==> config.mk <==
export PLATFORM = sky130hd
export DESIGN_NAME = bp_cce_ucode_loader
export DESIGN_NICKNAME = d
export VERILOG_FILES = /design/src/rtl/bp_cce_pkg.sv /design/src/rtl/bp_cce_ucode_loader.sv
export SDC_FILE = /design/constraint.sdc
export NUM_CORES = 1
export LEC_CHECK = 0
export BUFFER_PORTS_ARGS = -buffer_cell sky130_fd_sc_hd__buf_2
export CAP_MARGIN = 40
export CORE_MARGIN = 3
export CORE_UTILIZATION = 44
export DETAILED_ROUTE_END_ITERATION = 16
export PLACE_DENSITY = 0.77
export SLEW_MARGIN = 5
export SYNTH_ARGS = -nofsm -noshare
export SYNTH_HDL_FRONTEND = slang
export SYNTH_SLANG_ARGS = --single-unit
==> constraint.sdc <==
create_clock -name clk_i -period 1.9 [get_ports clk_i]
set_input_delay 0.475 -clock clk_i [delete_from_list [all_inputs] [get_ports clk_i]]
set_output_delay 0.475 -clock clk_i [all_outputs]
set_load 0.03 [all_outputs]
==> src/rtl/bp_cce_pkg.sv <==
`default_nettype none
// ============================================================================
// Module      : bp_cce_pkg
// Description : Shared types and helpers for the CCE microcode loader.
// Revision    : 1.0 - initial release
// ============================================================================
package bp_cce_pkg;

    localparam int c_bp_cce_inst_width = 48;

    typedef enum logic [3:0] {
        LS_IDLE    = 4'd0,
        LS_ROM_RD  = 4'd1,
        LS_ROM_CAP = 4'd2,
        LS_WR_LO   = 4'd3,
        LS_WR_HI   = 4'd4,
        LS_RD_LO   = 4'd5,
        LS_RESP_LO = 4'd6,
        LS_RD_HI   = 4'd7,
        LS_RESP_HI = 4'd8,
        LS_DONE    = 4'd9,
        LS_ERROR   = 4'd10
    } loader_state_e;

    // Config address layout: msb selects the instruction RAM, index sits
    // above bit 0, bit 0 picks the hi half. Caller truncates to addr_w bits.
    function automatic logic [63:0] pack_cfg_addr(
        input logic        ram_sel,
        input logic [31:0] index,
        input logic        hi,
        input int unsigned addr_w
    );
        logic [63:0] r;
        r            = {31'b0, index, hi};
        r[addr_w-1]  = ram_sel;
        return r;
    endfunction

endpackage
`default_nettype wire

==> src/rtl/bp_cce_ucode_loader.sv <==
`default_nettype none
// ============================================================================
// Module      : bp_cce_ucode_loader
// Description : Streams a boot-ROM microcode image into the CCE instruction
//               RAM over the config link, optionally verifies it, then
//               releases the CCE freeze.
// Revision    : 1.0 - initial release
// ============================================================================
module bp_cce_ucode_loader
    import bp_cce_pkg::*;
#(
    parameter int INST_RAM_ELS_P        = 256,
    parameter int NUM_INST_P            = 256,
    parameter int INST_WIDTH_P          = c_bp_cce_inst_width,
    parameter int CFG_LINK_ADDR_WIDTH_P = 16,
    parameter int CFG_LINK_DATA_WIDTH_P = 32,
    parameter int VERIFY_P              = 1
) (
    input  logic                                                   clk_i,
    input  logic                                                   reset_i,
    input  logic                                                   start_i,
    output logic                                                   rom_v_o,
    output logic [((NUM_INST_P > 1) ? $clog2(NUM_INST_P) : 1)-1:0] rom_addr_o,
    input  logic [INST_WIDTH_P-1:0]                                rom_data_i,
    output logic [CFG_LINK_ADDR_WIDTH_P-2:0]                       config_addr_o,
    output logic [CFG_LINK_DATA_WIDTH_P-1:0]                       config_data_o,
    output logic                                                   config_v_o,
    output logic                                                   config_w_o,
    input  logic                                                   config_ready_i,
    input  logic [CFG_LINK_DATA_WIDTH_P-1:0]                       config_data_i,
    input  logic                                                   config_v_i,
    output logic                                                   config_ready_o,
    output logic                                                   freeze_o,
    output logic                                                   done_o,
    output logic                                                   err_o
);

    localparam int c_idx_w  = (NUM_INST_P > 1) ? $clog2(NUM_INST_P) : 1;
    localparam int c_ram_iw = (INST_RAM_ELS_P > 1) ? $clog2(INST_RAM_ELS_P) : 1;
    localparam int c_addr_w = CFG_LINK_ADDR_WIDTH_P - 1;
    localparam int c_dw     = CFG_LINK_DATA_WIDTH_P;
    // Only the bits of the hi half that carry instruction content are compared.
    localparam logic [c_dw-1:0] c_hi_mask = {c_dw{1'b1}} >> (2*c_dw - INST_WIDTH_P);

    loader_state_e            r_state_q, w_state_d;
    logic [c_idx_w-1:0]       r_idx_q, w_idx_d;
    logic [INST_WIDTH_P-1:0]  r_inst_q, w_inst_d;
    logic [c_idx_w-1:0]       r_err_idx_q, w_err_idx_d;

    logic [c_dw-1:0]          w_lo_data;
    logic [c_dw-1:0]          w_hi_data;
    logic [c_ram_iw-1:0]      w_ram_index;
    logic [c_addr_w-1:0]      w_addr_lo;
    logic [c_addr_w-1:0]      w_addr_hi;
    logic                     w_is_last;

    assign w_lo_data   = r_inst_q[c_dw-1:0];
    assign w_hi_data   = c_dw'(r_inst_q[INST_WIDTH_P-1:c_dw]);
    assign w_ram_index = c_ram_iw'(r_idx_q);
    assign w_addr_lo   = c_addr_w'(pack_cfg_addr(1'b1, 32'(w_ram_index), 1'b0, c_addr_w));
    assign w_addr_hi   = c_addr_w'(pack_cfg_addr(1'b1, 32'(w_ram_index), 1'b1, c_addr_w));
    assign w_is_last   = (r_idx_q == c_idx_w'(NUM_INST_P - 1));

    always_ff @(posedge clk_i or posedge reset_i) begin
        if (reset_i) begin
            r_state_q   <= LS_IDLE;
            r_idx_q     <= '0;
            r_inst_q    <= '0;
            r_err_idx_q <= '0;
        end else begin
            r_state_q   <= w_state_d;
            r_idx_q     <= w_idx_d;
            r_inst_q    <= w_inst_d;
            r_err_idx_q <= w_err_idx_d;
        end
    end

    always_comb begin
        w_state_d   = r_state_q;
        w_idx_d     = r_idx_q;
        w_inst_d    = r_inst_q;
        w_err_idx_d = r_err_idx_q;

        case (r_state_q)
            LS_IDLE:    if (start_i) w_state_d = LS_ROM_RD;
            LS_ROM_RD:  w_state_d = LS_ROM_CAP;
            LS_ROM_CAP: begin
                w_inst_d  = rom_data_i;
                w_state_d = LS_WR_LO;
            end
            LS_WR_LO:   if (config_ready_i) w_state_d = LS_WR_HI;
            LS_WR_HI: begin
                if (config_ready_i) begin
                    if (VERIFY_P != 0) begin
                        w_state_d = LS_RD_LO;
                    end else if (w_is_last) begin
                        w_state_d = LS_DONE;
                    end else begin
                        w_idx_d   = r_idx_q + c_idx_w'(1);
                        w_state_d = LS_ROM_RD;
                    end
                end
            end
            LS_RD_LO:   if (config_ready_i) w_state_d = LS_RESP_LO;
            LS_RESP_LO: begin
                if (config_v_i) begin
                    if (config_data_i == w_lo_data) begin
                        w_state_d = LS_RD_HI;
                    end else begin
                        w_err_idx_d = r_idx_q;
                        w_state_d   = LS_ERROR;
                    end
                end
            end
            LS_RD_HI:   if (config_ready_i) w_state_d = LS_RESP_HI;
            LS_RESP_HI: begin
                if (config_v_i) begin
                    if ((config_data_i & c_hi_mask) != w_hi_data) begin
                        w_err_idx_d = r_idx_q;
                        w_state_d   = LS_ERROR;
                    end else if (w_is_last) begin
                        w_state_d = LS_DONE;
                    end else begin
                        w_idx_d   = r_idx_q + c_idx_w'(1);
                        w_state_d = LS_ROM_RD;
                    end
                end
            end
            LS_DONE:    w_state_d = LS_DONE;
            LS_ERROR:   w_state_d = LS_ERROR;
            default:    w_state_d = LS_IDLE;
        endcase
    end

    // Outputs decode purely from registered state, so a stalled request
    // holds address, data and valid steady until it is accepted.
    always_comb begin
        rom_v_o        = (r_state_q == LS_ROM_RD);
        rom_addr_o     = r_idx_q;
        config_v_o     = 1'b0;
        config_w_o     = 1'b0;
        config_addr_o  = '0;
        config_data_o  = '0;
        config_ready_o = (r_state_q == LS_RESP_LO) || (r_state_q == LS_RESP_HI);
        freeze_o       = (r_state_q != LS_DONE);
        done_o         = (r_state_q == LS_DONE);
        err_o          = (r_state_q == LS_ERROR);

        case (r_state_q)
            LS_WR_LO: begin
                config_v_o    = 1'b1;
                config_w_o    = 1'b1;
                config_addr_o = w_addr_lo;
                config_data_o = w_lo_data;
            end
            LS_WR_HI: begin
                config_v_o    = 1'b1;
                config_w_o    = 1'b1;
                config_addr_o = w_addr_hi;
                config_data_o = w_hi_data;
            end
            LS_RD_LO: begin
                config_v_o    = 1'b1;
                config_addr_o = w_addr_lo;
            end
            LS_RD_HI: begin
                config_v_o    = 1'b1;
                config_addr_o = w_addr_hi;
            end
            default: ;
        endcase
    end

endmodule
`default_nettype wire

==> impl_metrics.yaml, run 1 <==
run_status:
  run_status: "finished with violations"
  violations: "setup timing"
finish:
  final_cells: 635
  nets: 619
  drive_above_1_share_pct: 66.2
  area_delta_synth_final_pct: 67.6
  fill_cells: 457
  antennaDiodeCount: 0
sta:
  finalCritPeriodShare_pct: 116
  fin_setup_tns_ps: -10960
  fmax_ghz: 0.454
  finalSetupViolCount: 57
  holdWs_ps: 183
  setup_ws_ps: -303
  fin_crit_ps: 2200
  maxSlewViolCount: 0
  slew_headroom_pct: 63.5
  rsz0062_at_grt: "true"
  worst_clock_skew_ps: 7.04
  hold_viol_final: 0
  worstMarginPinSlew_ps: 546
yosys:
  synth_cell_types: 41
  yosys.area_share.simple_pct: 14.6
  synth_top_family_by_area: "multiplexers"
  yosys.area_share.adder_pct: 0.361
  synth_cells: 310
  synth_seq_cells: 60
  synthXorXnorAreaFrac_pct: 13.9
  ys_seq_area_share_pct: 43.3
  synthesis.area_sq_mm: 0.00347
  synth_mux_area_share_pct: 16.2
  synth_compound_area_share_pct: 7.98
  post_synth.cell_area_avg_sq_um: 11.2
  yosysWarnings: 0
detailed_routing:
  topRoutingLayerUsed: "met4"
  initialDrtViolationCount: 178
  drc: 0
  wl_mm: 11.8
  wl_met1_mm: 4.42
  dr.pass1.iters: 5
  vias: 3351
  wl_met3_um: 887
  dr_wl_met2_mm: 6.19
  post_drt_wl_per_cell_um: 18.5
  postRouteAntennaNets: 0
  via_per_inst: 5.28
floorplan:
  dieArea_sq_mm: 0.00898
  ios: 147
  core_sq_mm: 0.00745
  die_h_um: 94.8
  rows: 31
  start_util_pct: 46.6
  dieWidth_um: 94.8
power:
  switchingPower_mw: 3.86
  power.share.switching_pct: 40.4
  internal_power_mw: 5.70
  seq_power_share_pct: 25.5
  power-per-cell-area_mw_per_mm2: 1650
  clkPwrFrac_pct: 12.0
  p_leak_nw: 2.80
  finalPower_mw: 9.56
  ir_drop_mv: 0.973
  p_comb_share_pct: 62.5
critical_path:
  required_ps: 1420
  crit_chain: "buf_4 -> buf_4 -> or3b_4 -> a21oi_4 -> buf_6"
  worstPathArrival_ps: 1730
  critPathKind: "flop to primary output"
  endpoint_kind: "primary output"
  rrSetupSlack_ps: -80
  startpoint_type: "flop"
  cp_common_cell: "buf_4"
  reg2reg_from: "r_state_q[1]"
  cp_max_fo: 4
  startpoint: "r_state_q[3]"
  timing.rr.end: "rom_addr_o[1]"
  cp_slowest_cell: "dfrtp_1"
  endpoint: "config_ready_o"
  slowest_delay_ps: 430
  reg2regPathDepth: 5
clock_tree:
  clkSinkCount: 60
  clk_pin_slew_ps: 70
  cts_tree: "done"
  htree_levels: 3
  cts_root_buffer: "clkbuf_8"
  cts_hold_buf: 0
  cts_buffers: 9
  cts_buffer_depth: 2
  clk_latency_ps: 340
global_route:
  grt-ovfl-total: 0
  grt_pass1_vias: 3587
  antenna_found_initial: 0
  grt_usage_pct: 26.2
  grt_max_degree: 44
  grt_pass1_wl_mm: 17.6
place:
  place.gp.congestion: 0.896
  io_buffers: 141
  dp.cells: 600
  detailed_place_hpwl_mm: 7.87
hold_path:
  min_path_type: "primary input to asynchronous set/reset pin"
flow_run:
  drv_cap: 0
-- kinds of logic after synthesis --
kind of cell / Yosys count
simple gates: 83
other cells: 1
compound gates: 36
mux: 50
buf+inv: 24
xor+xnor: 55
flops: 60
fa+ha+maj: 1
-- layout by cell type, fill, tap and decap left out, drive strengths merged, types with 5 or more instances in the layout --
cell	netlist	routed
nor3	6	6
conb	1	5
buf	12	225
nor2	6	6
a21oi	7	8
dfrtp	60	60
xnor2	6	6
nand2	6	6
nand4	8	8
nor4	12	12
xor2	49	49
mux2	49	49
a22o	16	16
and2	24	24
o21ai	5	5
clkbuf	7	13
-- synthesized netlist by cell type --
| master | count | share of area (%) |
|---|---|---|
| a21o_1 | 1 | 0.22 |
| a21oi_1 | 7 | 1.0 |
| a22o_1 | 15 | 3.8 |
| a22o_2 | 1 | 0.29 |
| a311oi_4 | 1 | 0.76 |
| a31oi_1 | 3 | 0.54 |
| a32oi_1 | 1 | 0.25 |
| and2_1 | 24 | 4.3 |
| and3_1 | 2 | 0.36 |
| buf_2 | 5 | 0.72 |
| buf_4 | 7 | 1.5 |
| clkbuf_1 | 7 | 0.76 |
| conb_1 | 1 | 0.11 |
| dfrtp_1 | 60 | 43 |
| ha_1 | 1 | 0.36 |
| inv_1 | 5 | 0.54 |
| mux2_1 | 1 | 0.32 |
| mux2_2 | 48 | 16 |
| mux2i_1 | 1 | 0.29 |
| nand2_1 | 6 | 0.65 |
| nand2b_1 | 4 | 0.72 |
| nand3_1 | 2 | 0.29 |
| nand3b_1 | 2 | 0.43 |
| nand4_1 | 8 | 1.4 |
| nand4b_1 | 1 | 0.25 |
| nor2_1 | 6 | 0.65 |
| nor2b_1 | 2 | 0.36 |
| nor3_1 | 6 | 0.87 |
| nor4_1 | 11 | 2.0 |
| nor4_2 | 1 | 0.36 |
| nor4b_1 | 1 | 0.25 |
| o211ai_1 | 1 | 0.22 |
| o21ai_0 | 5 | 0.72 |
| o22ai_1 | 1 | 0.18 |
| or2_2 | 1 | 0.18 |
| or2b_1 | 1 | 0.22 |
| or3_4 | 1 | 0.32 |
| or3b_2 | 2 | 0.51 |
| or4_1 | 2 | 0.43 |
| xnor2_1 | 6 | 1.5 |
| xor2_1 | 49 | 12 |
-- area by class of cell --
class | instances | area, sq um | area share [%]
Sequential cell | 60 | 1510 | 25.9
Clock buffer | 12 | 155 | 2.67
Clock inverter | 2 | 35.0 | 0.603
Multi-Input combinational cell | 231 | 2180 | 37.5
Timing Repair Buffer | 226 | 1780 | 30.7
Inverter | 5 | 27.5 | 0.474
Tap cell | 99 | 124 | 2.13
-- state kept, by name (all words and copies together), names as in the netlist --
register    cells
r_state_q       4
r_inst_q       48
rom_addr_o      8
-- power groups by stage --
stage / registers [mW] / clock network [mW] / logic, mW
floorplan: 2.28 / 0 / 3.02
finish: 2.44 / 1.15 / 5.98
global route: 2.51 / 1.21 / 6.33
detailed placement: 2.40 / 0 / 4.55
CTS: 2.40 / 1.15 / 5.42
global placement: 2.35 / 0 / 4.46
-- what timing repair did --
item                       CTS  global route
setup endpoints to repair   58            60
resized for setup          109            62
pin swaps                   19            32
cloned                       3             1
buffers inserted            12             9
-- how the worst min path moves through the flow --
stage / from / end / slack (ps) / cells after the start
floorplan: r_inst_q[16] / r_inst_q[16] / 510 / 1
detailed placement: rom_addr_o[6] / rom_addr_o[6] / 510 / 1
global placement: rom_addr_o[6] / rom_addr_o[6] / 510 / 1
finish: reset_i / r_inst_q[42] / 180 / 2
CTS: reset_i / r_inst_q[32] / 180 / 2
global route: reset_i / r_inst_q[42] / 200 / 2
-- stage by stage --
stage / area, sq um / utilization, % / setup slack (ps)
floorplan: 3540 / - / -99.2
global placement: 4830 / 64.9 / -284
detailed placement: 4830 / 64.9 / -334
CTS: 5520 / 74.1 / -284
global route: 5810 / 78.0 / -372
finish: 5810 / 78.0 / -303
-- critical path: cells and delay by family, from the launching register on --
| kind | cells | cell delay [ps] |
|---|---|---|
| AO/OA/AOI/OAI | 1 | 170 |
| buffers and inverters | 3 | 400 |
| flip-flops | 1 | 430 |
| AND/OR/NAND/NOR | 1 | 390 |
-- routing by layer --
layer | global-route usage, % | vias up
li1 | - | 1550
met1 | 30.0 | 1630
met2 | 46.5 | 143
met3 | 7.25 | 28
met4 | 9.25 | 0
met5 | 0 | -
Power figures use the tool's default switching activity.
==> run 2: changes to the inputs <==
--- a/config.mk
+++ b/config.mk
@@ -8,9 +8,9 @@
 export BUFFER_PORTS_ARGS = -buffer_cell sky130_fd_sc_hd__buf_2
 export CAP_MARGIN = 40
 export CORE_MARGIN = 3
-export CORE_UTILIZATION = 44
+export CORE_UTILIZATION = 52
 export DETAILED_ROUTE_END_ITERATION = 16
-export PLACE_DENSITY = 0.77
+export PLACE_DENSITY = 0.86
 export SLEW_MARGIN = 5
 export SYNTH_ARGS = -nofsm -noshare
 export SYNTH_HDL_FRONTEND = slang
==> constraint.sdc (replaced) <==
create_clock -name clk_i -period 2.65 [get_ports clk_i]
set_input_delay 0.6625 -clock clk_i [delete_from_list [all_inputs] [get_ports clk_i]]
set_output_delay 0.6625 -clock clk_i [all_outputs]
set_load 0.03 [all_outputs]
==> run 2 against run 1 <==
The run now ends clean. Utilization decreased by 8.4 points. Sequential power decreased by 27%. Final cell count decreased by 15%. Clock power decreased by 36%. Via count decreased by 13%. Worst hold slack improved by 300 ps. Sequential cell count unchanged. Wire length decreased by 21%. Highest routed layer unchanged.
==> impl_metrics.yaml, run 2 (same netlist as run 1, synthesis figures left out) <==
run_status:
  run_status: "finished clean"
floorplan:
  die_h_um: 87.7
  dieArea_sq_mm: 0.00768
  ios: 147
  rows: 29
  core_sq_mm: 0.00642
  start_util_pct: 54.0
  dieWidth_um: 87.7
finish:
  final_cells: 538
  antennaDiodeCount: 0
  drive_above_1_share_pct: 49.7
  largest-register: "r_inst_q"
  nets: 543
  layout_common_cells: "buf_2 (141), dfrtp_1 (57), xor2_1 (49)"
  fill_cells: 481
  area_delta_synth_final_pct: 28.9
  largest_register_ffs: 48
  fin_util_pct: 69.6
  mostFrequentLayoutCell: "buf_2"
critical_path:
  startpoint_type: "flop"
  slowest_delay_ps: 480
  worstPathArrival_ps: 1890
  reg2regPathDepth: 5
  cp_slowest_cell: "or3b_2"
  endpoint: "config_ready_o"
  startpoint: "r_state_q[3]"
  reg2reg_from: "r_inst_q[37]"
  crit_chain: "buf_4 -> or3b_2 -> a21oi_1 -> buf_2"
  endpoint_kind: "primary output"
  critPathKind: "flop to primary output"
  required_ps: 1990
  rrSetupSlack_ps: 520
  timing.rr.end: "rom_addr_o[1]"
  cp_max_fo: 9
global_route:
  antenna_found_initial: 0
  grt_usage_pct: 24.8
  grt_pass1_vias: 2910
  grt_max_degree: 39
  grt-ovfl-total: 0
  grt_pass1_wl_mm: 14.3
clock_tree:
  clk_latency_ps: 330
  cts_buffers: 9
  cts_buffer_depth: 2
  cts_tree: "done"
  cts_root_buffer: "clkbuf_8"
  clk_pin_slew_ps: 70
  clkSinkCount: 60
  htree_levels: 3
sta:
  maxSlewViolCount: 0
  fin_crit_ps: 2550
  hold_viol_final: 0
  rsz0062_at_grt: "false"
  worst_clock_skew_ps: 4.69
  fmax_ghz: 0.392
  fin_setup_tns_ps: 0
  holdWs_ps: 484
  finalSetupViolCount: 0
  finalCritPeriodShare_pct: 96.3
  worstMarginPinSlew_ps: 801
  slew_headroom_pct: 46.5
flow_run:
  drv_cap: 0
place:
  dp.cells: 523
  io_buffers: 141
  detailed_place_hpwl_mm: 7.03
  place.gp.congestion: 0.939
detailed_routing:
  via_per_inst: 5.42
  drc: 0
  dr.pass1.iters: 4
  vias: 2916
  postRouteAntennaNets: 0
  initialDrtViolationCount: 97
  post_drt_wl_per_cell_um: 17.2
  wl_mm: 9.24
power:
  p_leak_nw: 2.22
  ir_drop_mv: 0.637
  power-per-cell-area_mw_per_mm2: 1170
hold_path:
  min_path_type: "primary input to asynchronous set/reset pin"
==> run 2: layer usage <==
metal | global-route usage, % | wire [um] | vias up
li1 | - | - | 1379
met1 | 31.3 | 3810 | 1428
met2 | 41.6 | 4740 | 96
met3 | 5.64 | 508 | 13
met4 | 9.07 | 180 | 0
met5 | 0 | 0 | -
==> run 2: worst min path at each step <==
stage / from / endpoint / slack (ps) / depth (start not counted)
2_1_floorplan: r_inst_q[16] / r_inst_q[16] / 510 / 1
3_3_place_gp: rom_addr_o[4] / rom_addr_o[4] / 490 / 1
3_5_place_dp: rom_addr_o[4] / rom_addr_o[4] / 510 / 1
4_1_cts: reset_i / rom_addr_o[5] / 500 / 2
5_1_grt: reset_i / rom_addr_o[3] / 540 / 2
6_report: reset_i / rom_addr_o[3] / 480 / 2
==> run 2: critical path: cells and delay by family (launching register included) <==
kind                   cells  cell delay, ps
and+or+nand+nor            1             480
DFF                        1             440
buffers and inverters      2             420
AOI/OAI and AO/OA          1             210
==> run 2: repair_timing <==
item                                    CTS  global route
buffers inserted                          0             0
gates resized for setup                   0             5
hold endpoints to repair                  0             0
hold buffers                              0             0
endpoints found under the setup margin    0            43
==> run 2: report_power, final <==
part | total, mW | internal [mW] | switching (mW) | leakage [nW]
Sequential | 1.78 | 1.35 | 0.437 | 0.722
Combinational | 2.73 | 1.23 | 1.50 | 1.42
Clock | 0.736 | 0.381 | 0.354 | 0.0872
==> run 2: final cells by class <==
class | instances | area (sq um) | share of cell area [%]
clock buffer | 11 | 151 | 3.39
clock inverter | 4 | 25.0 | 0.560
inverter | 5 | 18.8 | 0.420
multi-input combinational | 230 | 1880 | 42.0
sequential | 60 | 1510 | 33.7
tap | 77 | 96.3 | 2.16
timing repair buffer | 151 | 797 | 17.8
==> run 2: per-stage QoR <==
stage          worst slack [ps]  total power [mW]  area (sq um)
2_1_floorplan               107              3.74          3480
3_3_place_gp                177              4.42          4280
3_5_place_dp                142              4.51          4280
4_1_cts                    23.7              5.26          4460
5_1_grt                    3.85              5.58          4470
6_report                   97.8              5.25          4470
